$ cat config.mk
export PLATFORM = sky130hd
export DESIGN_NAME = seq_alu
export DESIGN_NICKNAME = d
export VERILOG_FILES = /design/src/rtl/alu_pkg.sv /design/src/rtl/mul_shift_add.sv /design/src/rtl/seq_alu.sv
export SDC_FILE = /design/constraint.sdc
export NUM_CORES = 1
export LEC_CHECK = 0
export ABC_AREA = 1
export BUFFER_PORTS_ARGS = -buffer_cell sky130_fd_sc_hd__buf_2
export CAP_MARGIN = 20
export CORE_ASPECT_RATIO = 0.6
export CORE_UTILIZATION = 55
export DETAILED_ROUTE_END_ITERATION = 16
export GPL_TIMING_DRIVEN = 0
export HOLD_SLACK_MARGIN = 0.15
export PLACE_DENSITY = 0.75
export SETUP_SLACK_MARGIN = 0.2
export SLEW_MARGIN = 20
export SYNTH_ARGS = -nofsm -noshare
export SYNTH_HDL_FRONTEND = slang
export SYNTH_SLANG_ARGS = --single-unit
$ cat constraint.sdc
create_clock -name clk -period 2.4 [get_ports clk]
set_input_delay 0.12 -clock clk [delete_from_list [all_inputs] [get_ports clk]]
set_output_delay 0.12 -clock clk [all_outputs]
set_load 0.01 [all_outputs]
$ cat src/rtl/alu_pkg.sv
// Shared opcode and FSM state encodings for the sequential ALU.
package alu_pkg;

  localparam logic [2:0] OP_ADD  = 3'b000;
  localparam logic [2:0] OP_SUB  = 3'b001;
  localparam logic [2:0] OP_MUL  = 3'b010;
  localparam logic [2:0] OP_AND  = 3'b011;
  localparam logic [2:0] OP_OR   = 3'b100;
  localparam logic [2:0] OP_XOR  = 3'b101;
  localparam logic [2:0] OP_SHL1 = 3'b110;
  localparam logic [2:0] OP_SHR1 = 3'b111;

  typedef enum logic {
    ST_IDLE = 1'b0,
    ST_MUL  = 1'b1
  } state_t;

endpackage

$ cat src/rtl/mul_shift_add.sv
// Iterative unsigned shift-add multiplier: one partial-product add per step.
module mul_shift_add #(
  parameter int WIDTH = 4
) (
  input  logic                 clk,
  input  logic                 rst_n,
  input  logic                 load,
  input  logic                 step,
  input  logic [WIDTH-1:0]     a,
  input  logic [WIDTH-1:0]     b,
  output logic                 last,
  output logic [2*WIDTH-1:0]   prod
);

  localparam int CW = $clog2(WIDTH + 1);

  logic [2*WIDTH-1:0] mcand_q, mcand_d;
  logic [2*WIDTH-1:0] acc_q, acc_d;
  logic [WIDTH-1:0]   mplier_q, mplier_d;
  logic [CW-1:0]      cnt_q, cnt_d;

  // prod is the accumulator after the current step, so the final step's
  // sum can be written out on the same edge that performs it.
  always_comb begin
    mcand_d  = mcand_q;
    acc_d    = acc_q;
    mplier_d = mplier_q;
    cnt_d    = cnt_q;
    prod     = acc_q + (mplier_q[0] ? mcand_q : '0);
    last     = (cnt_q == CW'(WIDTH - 1));
    if (load) begin
      mcand_d  = {{WIDTH{1'b0}}, a};
      mplier_d = b;
      acc_d    = '0;
      cnt_d    = '0;
    end else if (step) begin
      acc_d    = prod;
      mcand_d  = mcand_q << 1;
      mplier_d = mplier_q >> 1;
      cnt_d    = cnt_q + CW'(1);
    end
  end

  always_ff @(posedge clk or negedge rst_n) begin
    if (!rst_n) begin
      mcand_q  <= '0;
      acc_q    <= '0;
      mplier_q <= '0;
      cnt_q    <= '0;
    end else begin
      mcand_q  <= mcand_d;
      acc_q    <= acc_d;
      mplier_q <= mplier_d;
      cnt_q    <= cnt_d;
    end
  end

endmodule

$ cat src/rtl/seq_alu.sv
// Registered ALU with start/busy/done handshake; single-cycle logic/arith ops
// and a WIDTH-cycle multiply delegated to mul_shift_add.
module seq_alu
  import alu_pkg::*;
#(
  parameter int WIDTH = 4
) (
  input  logic                 clk,
  input  logic                 rst_n,
  input  logic                 start,
  input  logic [2:0]           op,
  input  logic [WIDTH-1:0]     a,
  input  logic [WIDTH-1:0]     b,
  output logic                 busy,
  output logic                 done,
  output logic [2*WIDTH-1:0]   result,
  output logic                 zero,
  output logic                 carry
);

  // Returns {carry, low result} for every opcode except MUL.
  function automatic logic [WIDTH:0] alu_single(input logic [2:0]       f_op,
                                                input logic [WIDTH-1:0] f_a,
                                                input logic [WIDTH-1:0] f_b);
    logic [WIDTH:0] r;
    case (f_op)
      OP_ADD:  r = {1'b0, f_a} + {1'b0, f_b};
      OP_SUB:  r = {1'b0, f_a} - {1'b0, f_b};
      OP_AND:  r = {1'b0, f_a & f_b};
      OP_OR:   r = {1'b0, f_a | f_b};
      OP_XOR:  r = {1'b0, f_a ^ f_b};
      OP_SHL1: r = {f_a[WIDTH-1], f_a[WIDTH-2:0], 1'b0};
      OP_SHR1: r = {f_a[0], 1'b0, f_a[WIDTH-1:1]};
      default: r = '0;
    endcase
    return r;
  endfunction

  state_t               state_q, state_d;
  logic                 done_q, done_d;
  logic [2*WIDTH-1:0]   result_q, result_d;
  logic                 zero_q, zero_d;
  logic                 carry_q, carry_d;
  logic                 mul_load, mul_step, mul_last;
  logic [2*WIDTH-1:0]   mul_prod;
  logic [WIDTH:0]       single_res;

  mul_shift_add #(.WIDTH(WIDTH)) u_mul (
    .clk   (clk),
    .rst_n (rst_n),
    .load  (mul_load),
    .step  (mul_step),
    .a     (a),
    .b     (b),
    .last  (mul_last),
    .prod  (mul_prod)
  );

  assign single_res = alu_single(op, a, b);

  always_comb begin
    state_d  = state_q;
    done_d   = 1'b0;
    result_d = result_q;
    zero_d   = zero_q;
    carry_d  = carry_q;
    mul_load = 1'b0;
    mul_step = 1'b0;
    case (state_q)
      ST_IDLE: begin
        if (start) begin
          if (op == OP_MUL) begin
            mul_load = 1'b1;
            state_d  = ST_MUL;
          end else begin
            result_d = {{WIDTH{1'b0}}, single_res[WIDTH-1:0]};
            carry_d  = single_res[WIDTH];
            zero_d   = (single_res[WIDTH-1:0] == '0);
            done_d   = 1'b1;
          end
        end
      end
      ST_MUL: begin
        mul_step = 1'b1;
        if (mul_last) begin
          result_d = mul_prod;
          carry_d  = (mul_prod[2*WIDTH-1:WIDTH] != '0);
          zero_d   = (mul_prod == '0);
          done_d   = 1'b1;
          state_d  = ST_IDLE;
        end
      end
      default: state_d = ST_IDLE;
    endcase
  end

  always_ff @(posedge clk or negedge rst_n) begin
    if (!rst_n) begin
      state_q  <= ST_IDLE;
      done_q   <= 1'b0;
      result_q <= '0;
      zero_q   <= 1'b0;
      carry_q  <= 1'b0;
    end else begin
      state_q  <= state_d;
      done_q   <= done_d;
      result_q <= result_d;
      zero_q   <= zero_d;
      carry_q  <= carry_d;
    end
  end

  assign busy   = (state_q == ST_MUL);
  assign done   = done_q;
  assign result = result_q;
  assign zero   = zero_q;
  assign carry  = carry_q;

endmodule

# Word-level counts from Yosys, hierarchy flattened
# Index checks and enable logic that the tools add are counted.
[classes]
addsub = 4
n_mul = 0
n_div = 0
order_cmp = 0
n_eq_ne = 11
shifts = 0
muxes = 32
bitwise = 4
reduce_logical = 6
[ops]
columns = ["op", "n"]
rows = [
  ["two-way mux 8 bit", 8],
  ["one-hot mux 5 bit (7 select lines)", 1],
  ["one-hot mux 8 bit (2 select lines)", 1],
  ["two-way mux 1 bit", 14],
  ["equality test 3 bit (second input constant)", 4],
  ["equality test 3 x 2 -> 1 bit (second input constant)", 3],
  ["adder 8 bit", 1],
  ["zero test 8 bit", 1],
  ["two-way mux 4 bit", 2],
  ["one-hot mux 1 bit (2 select lines)", 4],
  ["two-way mux 3 bit", 2],
  ["adder 4 x 4 -> 5 bit", 1],
  ["subtractor 4 x 4 -> 5 bit", 1],
  ["bitwise AND 4 bit", 1],
  ["zero test 4 bit", 1],
  ["inequality test 2 bit (second input constant)", 2],
  ["OR 4 bit", 1],
  ["nonzero test 4 bit", 1],
  ["XOR 4 bit", 1],
  ["adder 3 x 1 -> 3 bit (second input constant)", 1],
  ["equality test 3 x 1 -> 1 bit (second input constant)", 1],
  ["zero test 3 bit", 1],
  ["AND reduction 3 bit", 1],
  ["inequality test 2 x 1 -> 1 bit (second input constant)", 1],
  ["other kinds (2)", 2],
]
[word_totals]
register_bits = 35
latch_bits = 0
mem_bits_rw = 0
romBits = 0
elab_cells = 66
memories = 0

# Logic depth before layout (Yosys ltp)
# Gate-level depths: netlist of run 1.
[logic_depth]
ltp_word = 6
mapped_depth = 16

# Modules after synthesis
# Synthesis of run 1 repeated with hierarchy kept, for this count alone.
[hier_totals]
cells_unflattened = 333
hier_area_um2 = 2547.4
[by_module_without_submodules]
columns = ["mod", "instances", "cells_each", "area_each_um2", "seq_area_each_um2"]
rows = [
  ["mul_shift_add", 1, 163, 1372.6, 575.6],
  ["seq_alu", 1, 170, 1174.9, 300.3],
]

# Worst setup path before layout of run 1
# Ideal clock, no wire load.
[synth_path]
kind = "flip-flop to flip-flop"
from = "register u_mul.mplier_q[0]"
to = "register zero_q (netlist: zero)"
arrival_ps = 1814
path_slack_ps = 521
path_stages_with_launch = 15
path_buffers = 1
period_less_slack_ps = 1879
path_cell_list = "dfrtp_1 buf_2 nand2_1 inv_1 ha_1 fa_1 nand3_1 nand3_1 nand2_1 nand2_1 nor2_1 nand3_1 nand2_1 nand2_1 nand2_1"
[synth_via]
elab_chain_cells = 5
[synth_lines]
columns = ["element", "line_no", "source"]
rows = [
  ["from (decl)", "mul_shift_add.sv:19", "logic [WIDTH-1:0] mplier_q, mplier_d;"],
  ["from (signal assigned)", "mul_shift_add.sv:53", "mplier_q <= mplier_d;"],
  ["two-way mux 8 bit", "mul_shift_add.sv:29", "prod = acc_q + (mplier_q[0] ? mcand_q : '0);"],
  ["adder 8 bit", "mul_shift_add.sv:29", ""],
  ["zero test 8 bit", "seq_alu.sv:88", "zero_d = (mul_prod == '0);"],
  ["two-way mux 1 bit", "seq_alu.sv:85", "if (mul_last) begin"],
  ["one-hot mux 1 bit (2 select lines)", "seq_alu.sv:69", "case (state_q)"],
  ["to (signal assigned)", "seq_alu.sv:108", "zero_q <= zero_d;"],
  ["to (decl)", "seq_alu.sv:42", "logic zero_q, zero_d;"],
]
# Every way passes these cells. The select of a mux whose other input is x is not followed.
# A chain may end at the register's enable or synchronous reset.

# Worst setup path in the final report of run 1
[layout_path]
from = "register u_mul.mplier_q[0]"
to = "register carry_q (netlist: carry)"
[layout_via]
elab_chain_cells = 5
[layout_lines]
columns = ["element", "line_no", "source"]
rows = [
  ["two-way mux 8 bit", "mul_shift_add.sv:29", ""],
  ["adder 8 bit", "mul_shift_add.sv:29", ""],
  ["nonzero test 4 bit", "seq_alu.sv:87", "carry_d = (mul_prod[2*WIDTH-1:WIDTH] != '0);"],
  ["two-way mux 1 bit", "seq_alu.sv:85", ""],
  ["one-hot mux 1 bit (2 select lines)", "seq_alu.sv:69", ""],
  ["to (signal assigned)", "seq_alu.sv:109", "carry_q <= carry_d;"],
  ["to (decl)", "seq_alu.sv:43", "logic carry_q, carry_d;"],
]
# Every way passes these cells. The select of a mux whose other input is x is not followed.

==> results of run 1 <==
power groups by stage:
stage | logic (uW) | registers [uW] | clock network, uW
final | 1150 | 926 | 413
after global routing | 1310 | 951 | 444
after CTS | 1140 | 925 | 414
after detailed placement | 1130 | 935 | 0
after global placement | 1100 | 925 | 0
after floorplan | 762 | 952 | 0
synth_stat cells (all sizes together):
| cell | n | area share (%) |
|---|---|---|
| nand2 | 86 | 13 |
| inv | 55 | 8.6 |
| dfrtp | 35 | 36 |
| ha | 22 | 11 |
| nor2 | 22 | 3.5 |
| nand3 | 20 | 4.5 |
| o21ai | 16 | 3.7 |
| nand4 | 11 | 2.8 |
| a21oi | 10 | 2.1 |
| buf | 7 | 1.8 |
| o22ai | 6 | 1.5 |
| xor2 | 5 | 1.8 |
| a22oi | 3 | 0.92 |
| o221ai | 3 | 1.1 |
| a22o | 2 | 0.72 |
| a31oi | 2 | 0.51 |
| clkbuf | 2 | 0.31 |
| fa | 2 | 1.6 |
| nor3 | 2 | 0.62 |
| o211ai | 2 | 0.62 |
| o31ai | 2 | 0.82 |
| or2 | 2 | 0.51 |
| xnor2 | 2 | 0.72 |
| a21boi | 1 | 0.31 |
| nand3b | 1 | 0.31 |
registers in the layout, indices dropped and copies added (netlist names):
register and flops:
busy 1, zero 1, result 8, u_mul.acc_q 8, u_mul.mplier_q 4, u_mul.mcand_q 8
done 1, carry 1, u_mul.cnt_q 3
layer usage:
layer  global-route usage (%)  up-vias  wire length, um
met5                        0        -                0
met4                    6.557        0               46
met3                    7.515       11              434
met2                    37.08       64             2069
met1                    44.63      987             3171
li1                         -     1103                -
what timing repair did:
action                                  CTS  global route
endpoints found under the setup margin    0             2
endpoints found under the hold margin    35             0
gates resized for setup                   0             2
hold buffers                              1             0
final timing paths:
path                                     end
setup / recovery                       carry
hold / removal             u_mul.mplier_q[1]
setup reg to reg                       carry
hold reg to reg                    result[4]
max in group asynchronous     u_mul.cnt_q[2]
min in group asynchronous               done
final cells by class:
type,instances,share of cell area (%)
inverter,55,7.657
tap,60,2.751
clock buffer,7,2.797
timing repair buffer,25,4.768
sequential,35,32.10
clock inverter,1,0.1834
buffer,9,1.880
multi-input combinational,222,47.87
through the flow:
| step | total power [uW] | hold slack, ps | cell area (sq um) | std cells | worst slack (ps) |
|---|---|---|---|---|---|
| after CTS | 2475 | 155.6 | 2724 | 414 | 275.7 |
| after detailed placement | 2061 | 234.1 | 2633 | 405 | 209.6 |
| after floorplan | 1714 | -175.6 | 2437 | 321 | 521.0 |
| final | 2486 | 172.4 | 2729 | 414 | 353.9 |
| after global routing | 2702 | 187.7 | 2729 | 414 | 203.4 |
| after global placement | 2029 | 230.9 | 2633 | 405 | 224.3 |
cell families (layout without fill, tap and decap cells):
kind of cell             count (synthesis)  after routing  share of synthesized area [%]
AND/OR/NAND/NOR                        144            144                          25.62
buffers and inverters                   64             97                          10.68
AO/OA/AOI/OAI                           47             47                          12.32
flip-flops                              35             35                          35.93
adder cells (fa/ha/maj)                 24             24                          12.94
XOR/XNOR                                 7              7                          2.515
tightest hold or removal path, cell delays in order:
cell,delay (ps)
buf_2,130
a22oi_1,90
o21ai_0,80
==> qor.yml, run 1 <==
floorplanning:
  die_w_um: 87.94
  die_area_sq_mm: 0.004711
  coreArea_sq_mm: 0.004189
  start_util_pct: 58.18
  rows: 18
  io_pins: 26
  chipHeight_um: 53.57
sta:
  rsz0062_at_grt: "no"
  setup-tns-final_ps: 0
  period_share_pct: 85.26
  setup_viol: 0
  hold_viol_final: 0
  max_slew_margin_pct: 50.51
  finalMaxSlewViolations: 0
  tightest_slew_ps: 742.3
  period_minus_slack_ps: 2046
  max_freq_ghz: 0.4887
  skew_ps: 4.336
worst_hold_path:
  min_from: "b[1]"
  holdCritPathClass: "in2reg"
  hold_depth: 3
final_layout:
  fillers: 396
  layout.cells.most_common: "nand2_1"
  multiInputGateArea_sq_mm: 0.001306
  utilization_pct: 65.14
  drive_gt1_share_pct: 14.97
  n_antenna_cell: 0
  area_growth_pct: 11.96
  seqCellArea_sq_um: 875.8
  nNetsFinal: 391
  mostFrequentLayoutCells: "85 x nand2_1, 50 x inv_1, 35 x dfrtp_1"
setup_path:
  cp.depth: 13
  crit_family: "simple AND/OR/NAND/NOR gates"
  crit_buf_inv: 2
  path_class: "reg2reg"
  cp.arrival_ps: 2220
  crit_path_top_delay_cell: "fa_2"
  rr_startpoint: "u_mul.mplier_q[0]"
  worstPathCellList: "buf_2 > nand2_1 > inv_1 > ha_1 > fa_2 > nand3_1 > nand3_1 > nand2_1 > nand2_1 > nor2_2 > nand2_1 > nand2_1 > a21oi_1"
  critical-path-max-stage-delay_ps: 380
  crit_top_cell: "nand2_1"
  endpoint_kind: "register"
  r2r_setup_slack_ps: 350
  cp-startpoint: "u_mul.mplier_q[0]"
  required_ps: 2570
  crit_fanout: 9
  reg2reg_depth: 13
  start_kind: "register"
power:
  cellPowerDensity_mw_per_mm2: 911.1
  p_comb_share_pct: 46.1
  pwr-share-seq_pct: 37.2
  p_int_uw: 1432
  p_clk_share_pct: 16.6
  leakagePower_uw: 0.001535
  ir_worst_vdd_uv: 642.0
  p_sw_uw: 1054
  p_sw_share_pct: 42.40
synthesis:
  syn_nets: 359
  synth-seq-cells: 35
  synth-seq-area-share_pct: 35.93
  syn_area_per_cell_sq_um: 7.593
  synth.cell_area_sq_mm: 0.002437
  synth_cell_types: 35
  yosys_warnings: 0
  netlist_instances: 321
drt:
  drt_first_pass_iters: 5
  drtIter0Drc: 148
  routed_wl_mm: 5.721
  route.vias.total: 2165
  wire_per_inst_um: 13.82
  viasPerCell: 5.229
  drc: 0
  antenna_left: 0
placed_design:
  dp_hpwl_mm: 4.535
  gp_congestion: 0.9845
  port_buffers: 24
global_routing:
  antenna_found_initial: 0
  grt_pass1_vias: 2004
  grt_max_degree: 36
  grt_pass1_wl_mm: 9.701
  overflow: 0
  grt_util_all_layers_pct: 28.18
clock_tree:
  cts-htree-levels: 2
  path_clk_slew_ps: 70
  cts.sinks: 35
  clock_path_buffers: 2
  postCtsSetupRepairBufs: 0
  clk_latency_ps: 290
  cts_tree: "built"
  cts_made_buffers: 5
  root_buffer: "clkbuf_8"
status:
  outcome: "complete, no violations"
run:
  max-cap-violations: 0
Note: power is estimated with default switching activity, not from simulation.
==> run 2: changes to the inputs <==
Settings changed: ABC_AREA 1 to unset.
==> qor.yml, run 2 <==
setup_path:
  r2r_setup_slack_ps: 180  # -180 ps
  reg2reg_depth: 7  # -6
  crit_family: "compound AO/OA/AOI/OAI gates"
  endpoint_kind: "register"
  required_ps: 2570  # about the same
  path_class: "reg2reg"
  crit_buf_inv: 0  # -2
  start_kind: "register"
  worstPathCellList: "and2_1 > ha_1 > or2_4 > a21oi_1 > xnor2_1 > a2111oi_4 > o31ai_1"
  critical-path-max-stage-delay_ps: 450  # +70 ps
  crit_fanout: 8  # -1
  regToRegEndpoint: "carry"
  rr_startpoint: "u_mul.mplier_q[0]"
  cp.arrival_ps: 2390  # +170 ps
  crit_path_top_delay_cell: "dfrtp_2"
power:
  cellPowerDensity_mw_per_mm2: 934.2  # +2.5%
  p_sw_uw: 1187  # +13%
  ir_worst_vdd_uv: 704.1  # +9.7%
  p_clk_share_pct: 19.4  # +2.8 points
  pwr-share-seq_pct: 33.2  # -4.0 points
  p_comb_share_pct: 47.4  # +1.3 points
  p_int_uw: 1740  # +21%
  p_sw_share_pct: 40.56  # -1.8 points
  leakagePower_uw: 0.001439  # -6.3%
sta:
  skew_ps: 7.906  # +3.570 ps
  holdWs_ps: 184.4  # +11.97 ps
  hold_viol_final: 0  # unchanged
  tightest_slew_ps: 795.5  # +53.21 ps
  period_share_pct: 92.69  # +7.4 points
  finalMaxSlewViolations: 0  # unchanged
  max_slew_margin_pct: 46.96  # -3.5 points
  max_freq_ghz: 0.4495  # -8.0%
  rsz0062_at_grt: "yes"
  setup_viol: 0  # unchanged
  period_minus_slack_ps: 2224  # +178.4 ps
floorplanning:
  start_util_pct: 59.03  # +0.85 points
  chipHeight_um: 54.08  # +0.96%
  rows: 18  # unchanged
  coreArea_sq_mm: 0.004212  # +0.54%
  io_pins: 26  # unchanged
  die_w_um: 88.80  # +0.97%
  die_area_sq_mm: 0.004802  # +1.9%
synthesis:
  ys_top_cells_by_area: "dfrtp_1 35%, ha_1 11%, nand2_1 5.9%"
  synth-seq-cells: 35  # unchanged
  synthTopCellsByCount: "39 x nand2_1, 35 x dfrtp_1, 24 x o21ai_0"
  netlist_instances: 279  # -13%
  synth-seq-area-share_pct: 35.23  # -0.71 points
  yosysMostFrequentCell: "nand2_1"
  ys.flop_type: "dfrtp_1"
  synth.cell_area_sq_mm: 0.002486  # +2.0%
  yosys_warnings: 0  # unchanged
  synth_top_area_cell: "dfrtp_1"
  synth_cell_types: 55  # +57%
  async_reset_ff_share_pct: 100.0  # unchanged
  netlist.area_leader.share_pct: 35.23  # -0.71 points
  syn_nets: 317  # -12%
  synth_edf_count: 0  # unchanged
  syn_area_per_cell_sq_um: 8.911  # +17%
drt:
  viasPerCell: 6.034  # +15%
  antenna_left: 0  # unchanged
  route.vias.total: 2299  # +6.2%
  drc: 0  # unchanged
  drt_first_pass_iters: 6  # +1
  drtIter0Drc: 271  # +83%
  routed_wl_mm: 6.795  # +19%
  wire_per_inst_um: 17.83  # +29%
placed_design:
  port_buffers: 23  # -4.2%
  dp_hpwl_mm: 4.665  # +2.9%
  dp.cells: 362  # -11%
  gp_congestion: 0.9770  # -0.76%
clock_tree:
  path_clk_slew_ps: 80  # about the same
  clk_latency_ps: 290  # about the same
  cts_tree: "built"
  cts-htree-levels: 2  # unchanged
  root_buffer: "clkbuf_8"
  cts_made_buffers: 5  # unchanged
  cts.sinks: 35  # unchanged
  clock_path_buffers: 2  # unchanged
global_routing:
  grt_pass1_wl_mm: 10.26  # +5.8%
  grt_pass1_vias: 2053  # +2.4%
  grt_util_all_layers_pct: 29.71  # +1.5 points
  antenna_found_initial: 0  # unchanged
  overflow: 0  # unchanged
  grt_max_degree: 36  # unchanged
worst_hold_path:
  min_from: "start"
  hold-path-endpoint: "u_mul.mcand_q[0]"
  hold_depth: 3  # unchanged
  holdCritPathClass: "in2reg"
run:
  max-cap-violations: 0  # unchanged
final_layout:
  area_growth_pct: 26.02
  n_antenna_cell: 0  # unchanged
  nNetsFinal: 358  # -8.4%
  mostFrequentLayoutCells: "38 x nand2_1, 34 x dfrtp_1, 26 x buf_2"
  layout.cells.most_common: "nand2_1"
  fillers: 293  # -26%
  drive_gt1_share_pct: 26.17  # +11 points
  utilization_pct: 74.39  # +9.2 points
  instances_no_fill: 381  # -8.0%
status:
  outcome: "complete, no violations"
## run 2: cell types whose count changed after synthesis, moves of 6 or more
| cell | delta |
|---|---|
| nand2_1 | -46 |
| inv_1 | -35 |
| and2_1 | +11 |
| nand4_1 | -10 |
| o22ai_1 | -6 |
| a21oi_1 | +8 |
| nand3_1 | -11 |
| clkbuf_1 | +6 |
| nor2_1 | -6 |
| o21ai_0 | +9 |
## run 2: layer usage
layer  vias up  track usage [%]  routed length [um]
met2       132            41.67                2735
met4         0            6.183                  48
met5         -                0                   0
li1       1071                -                   -
met3         9            8.589                 747
met1      1087            44.90                3264
## run 2: worst min-delay path: stages
cell	delay [ps]
buf_2	160
nand3_1	100
a21oi_1	60
## run 2: how the worst max path moves through the flow
stage                                 start             end  cells past startpoint  slack [ps]
after global routing                  op[0]            zero                     10         110
after global placement                op[1]            zero                     11        -370
after detailed placement              op[1]            zero                     11        -380
final                     u_mul.mplier_q[0]           carry                      7         180
after CTS                 u_mul.mplier_q[0]  u_mul.acc_q[6]                      8         160
after floorplan                       op[0]            zero                     10         200
## run 2: layout make-up
cell class	count	area, sq um	area share [%]
buffer	15	91.34	2.915
multi-input combinational	214	1703	54.35
sequential	35	877.1	28.00
clock inverter	2	35.03	1.118
clock buffer	6	82.58	2.636
timing repair buffer	34	212.7	6.789
tap	60	75.07	2.396
inverter	15	56.30	1.797
## run 2: cells by family (layout without fill, tap and decap cells)
kind of cell / count (synthesis) / in the layout / share of synthesized area (%)
adders and majority gates: 24 / 24 / 12.68
and+or+nand+nor: 90 / 90 / 17.21
buffers and inverters: 30 / 72 / 4.781
AOI/OAI and AO/OA: 82 / 82 / 22.19
muxes: 6 / 6 / 2.516
xor gates and xnor gates: 12 / 12 / 5.385
DFF: 35 / 35 / 35.23
## run 2: power by group through the flow
stage	Clock, uW	Sequential (uW)	Combinational, uW
after detailed placement	0	956	1130
after global placement	0	950	1100
after floorplan	0	957	778
after CTS	564	959	1250
final	568	971	1390
after global routing	592	998	1530
## run 2: repair_timing
action,in CTS,in global routing
pin swaps,14,12
setup buffers,5,3
hold buffers,3,0
setup endpoints to repair,6,7
gates resized for setup,30,22
endpoints found under the hold margin,37,0
## run 2: stage by stage
step / setup slack (ps) / setup TNS [ps] / area, sq um / total power (uW)
floorplan: 201.4 / 0 / 2499 / 1734
global placement: -374.3 / -604.2 / 2689 / 2050
detailed placement: -376.2 / -603.7 / 2689 / 2087
CTS: 156.4 / 0 / 3002 / 2776
global route: 107.2 / 0 / 3133 / 3115
finish: 175.5 / 0 / 3133 / 2927
==> run 3: changes to the inputs <==
Settings changed: GPL_TIMING_DRIVEN 0 to unset.
==> qor.yml, run 3 (synthesis results as in run 2) <==
status:
  outcome: "complete, no violations"
worst_hold_path:
  holdCritPathClass: "in2reg"
run:
  max-cap-violations: 0  # unchanged
setup_path:
  crit_path_top_delay_cell: "dfrtp_1"
  crit_family: "compound AO/OA/AOI/OAI gates"
  cp.arrival_ps: 2480  # +90 ps
  worstPathCellList: "buf_2 > and2_1 > ha_4 > a21oi_1 > a21boi_0 > o21a_1 > or3_4 > a32o_1"
  crit_fanout: 6  # -2
  critical-path-max-stage-delay_ps: 420  # -30 ps
  required_ps: 2590  # +20 ps
  crit_buf_inv: 1  # +1
  endpoint_kind: "register"
  start_kind: "register"
  path_class: "reg2reg"
placed_design:
  port_buffers: 25  # +8.7%
  gp_congestion: 0.9984  # +2.2%
  dp_hpwl_mm: 4.737  # +1.5%
  place_ws_ps: -42.51  # +333.7 ps
  dp.cells: 364  # +0.55%
drt:
  drt_first_pass_iters: 5  # -1
  antenna_left: 0  # unchanged
  wire_per_inst_um: 17.09  # -4.1%
  viasPerCell: 5.934  # -1.7%
  drtIter0Drc: 314  # +16%
  drc: 0  # unchanged
  route.vias.total: 2249  # -2.2%
  routed_wl_mm: 6.479  # -4.7%
floorplanning:
  rows: 18  # unchanged
  die_w_um: 88.80  # unchanged
  coreArea_sq_mm: 0.004212  # unchanged
  io_pins: 26  # unchanged
  start_util_pct: 59.03  # unchanged
  chipHeight_um: 54.08  # unchanged
  die_area_sq_mm: 0.004802  # unchanged
final_layout:
  layout.cells.most_common: "nand2_1"
  fillers: 326  # +11%
  instances_no_fill: 379  # -0.52%
  mostFrequentLayoutCells: "39 x nand2_1, 35 x dfrtp_1, 26 x buf_2"
  nNetsFinal: 356  # -0.56%
  n_antenna_cell: 0  # unchanged
  area_growth_pct: 22.30
  drive_gt1_share_pct: 24.76  # -1.4 points
clock_tree:
  clk_latency_ps: 300  # about the same
  root_buffer: "clkbuf_8"
  cts.sinks: 35  # unchanged
  cts-htree-levels: 2  # unchanged
  clock_path_buffers: 2  # unchanged
  cts_made_buffers: 5  # unchanged
  cts_tree: "built"
  path_clk_slew_ps: 80  # about the same
power:
  ir_worst_vdd_uv: 587.8  # -17%
  cellPowerDensity_mw_per_mm2: 924.0  # -1.1%
  p_sw_uw: 1110  # -6.5%
  p_int_uw: 1699  # -2.3%
  leakagePower_uw: 0.001435  # -0.29%
  p_clk_share_pct: 20.1  # +0.7 points
  p_sw_share_pct: 39.51  # -1.1 points
  p_comb_share_pct: 45.0  # -2.4 points
  pwr-share-seq_pct: 34.8  # +1.6 points
sta:
  rsz0062_at_grt: "yes"
  finalMaxSlewViolations: 0  # unchanged
  period_share_pct: 95.64  # +3.0 points
  max_freq_ghz: 0.4357  # -3.1%
  skew_ps: 9.285  # +1.379 ps
  hold_viol_final: 0  # unchanged
  tightest_slew_ps: 815.4  # +19.86 ps
  setup_viol: 0  # unchanged
  period_minus_slack_ps: 2295  # +70.94 ps
  setup_ws_ps: 104.6  # -70.94 ps
  max_slew_margin_pct: 45.64  # -1.3 points
global_routing:
  grt_util_all_layers_pct: 29.73  # about the same
  grt_max_degree: 36  # unchanged
  grt_pass1_wl_mm: 10.23  # -0.34%
  grt_pass1_vias: 2022  # -1.5%
  overflow: 0  # unchanged
  antenna_found_initial: 0  # unchanged
==> run 3: changes by cell type in the layout (fill, tap and decap cells not counted), moves of 2 or more <==
cell,previous run,this run
nor2_4,2,0
buf_6,4,0
buf_4,7,18
clkbuf_1,6,0
ha_4,7,5
==> run 3: worst register-to-register path, stage by stage (launching register included) <==
cell      delay, ps
dfrtp_1         420
buf_2           160
and2_1          180
ha_4            240
a21oi_1         230
a21boi_0        140
o21a_1          230
or3_4           330
a32o_1          270
==> run 3: power by group through the flow <==
stage,clock network [uW],logic (uW),registers (uW)
detailed placement,0,1110,975
CTS,566,1160,963
global route,590,1420,1010
global placement,0,1090,965
finish,565,1270,979
floorplan,0,778,957
==> run 3: what timing repair did <==
action,4_1_cts,5_1_grt
pin swaps,2,11
resized for setup,7,18
endpoints found under the setup margin,6,6
hold buffers,3,0
hold endpoints to repair,37,0
buffers inserted,1,3
==> run 3: area by class of cell <==
class	instances	area [sq um]	area share [%]
multi-input combinational	214	1620	53.29
inverter	15	56.30	1.852
timing repair buffer	47	295.3	9.712
clock buffer	6	82.58	2.716
tap	60	75.07	2.469
clock inverter	2	35.03	1.152
sequential	35	875.8	28.81
==> run 3: layer usage <==
layer	global-route usage [%]	vias up	share of wire [%]
met2	42.44	107	40
met4	5.376	0	0.71
met5	0	-	0
met1	43.77	1065	49
met3	9.816	8	10
li1	-	1069	-
==> run 3: final timing paths <==
path / from / endpoint / slack [ps] / depth (start not counted)
setup / recovery: u_mul.mplier_q[0] / result[6] / 100 / 8
hold / removal: start / u_mul.mplier_q[3] / 210 / 3
setup reg to reg: u_mul.mplier_q[0] / result[6] / 100 / 8
hold reg to reg: result[1] / result[1] / 480 / 2
max in group asynchronous: rst_n / u_mul.mplier_q[2] / 1480 / 2
min in group asynchronous: rst_n / result[1] / 420 / 2
==> run 3: metrics by stage <==
step                hold slack (ps)  setup TNS (ps)  util, %  area, sq um  total power [uW]
floorplan                    -175.6               0        -         2499              1734
global placement              231.1               0    65.12         2743              2053
detailed placement            241.5          -42.51    65.12         2743              2089
CTS                           195.6               0    69.43         2924              2689
global route                  210.4               0    72.19         3040              3016
finish                        206.4               0    72.19         3040              2809
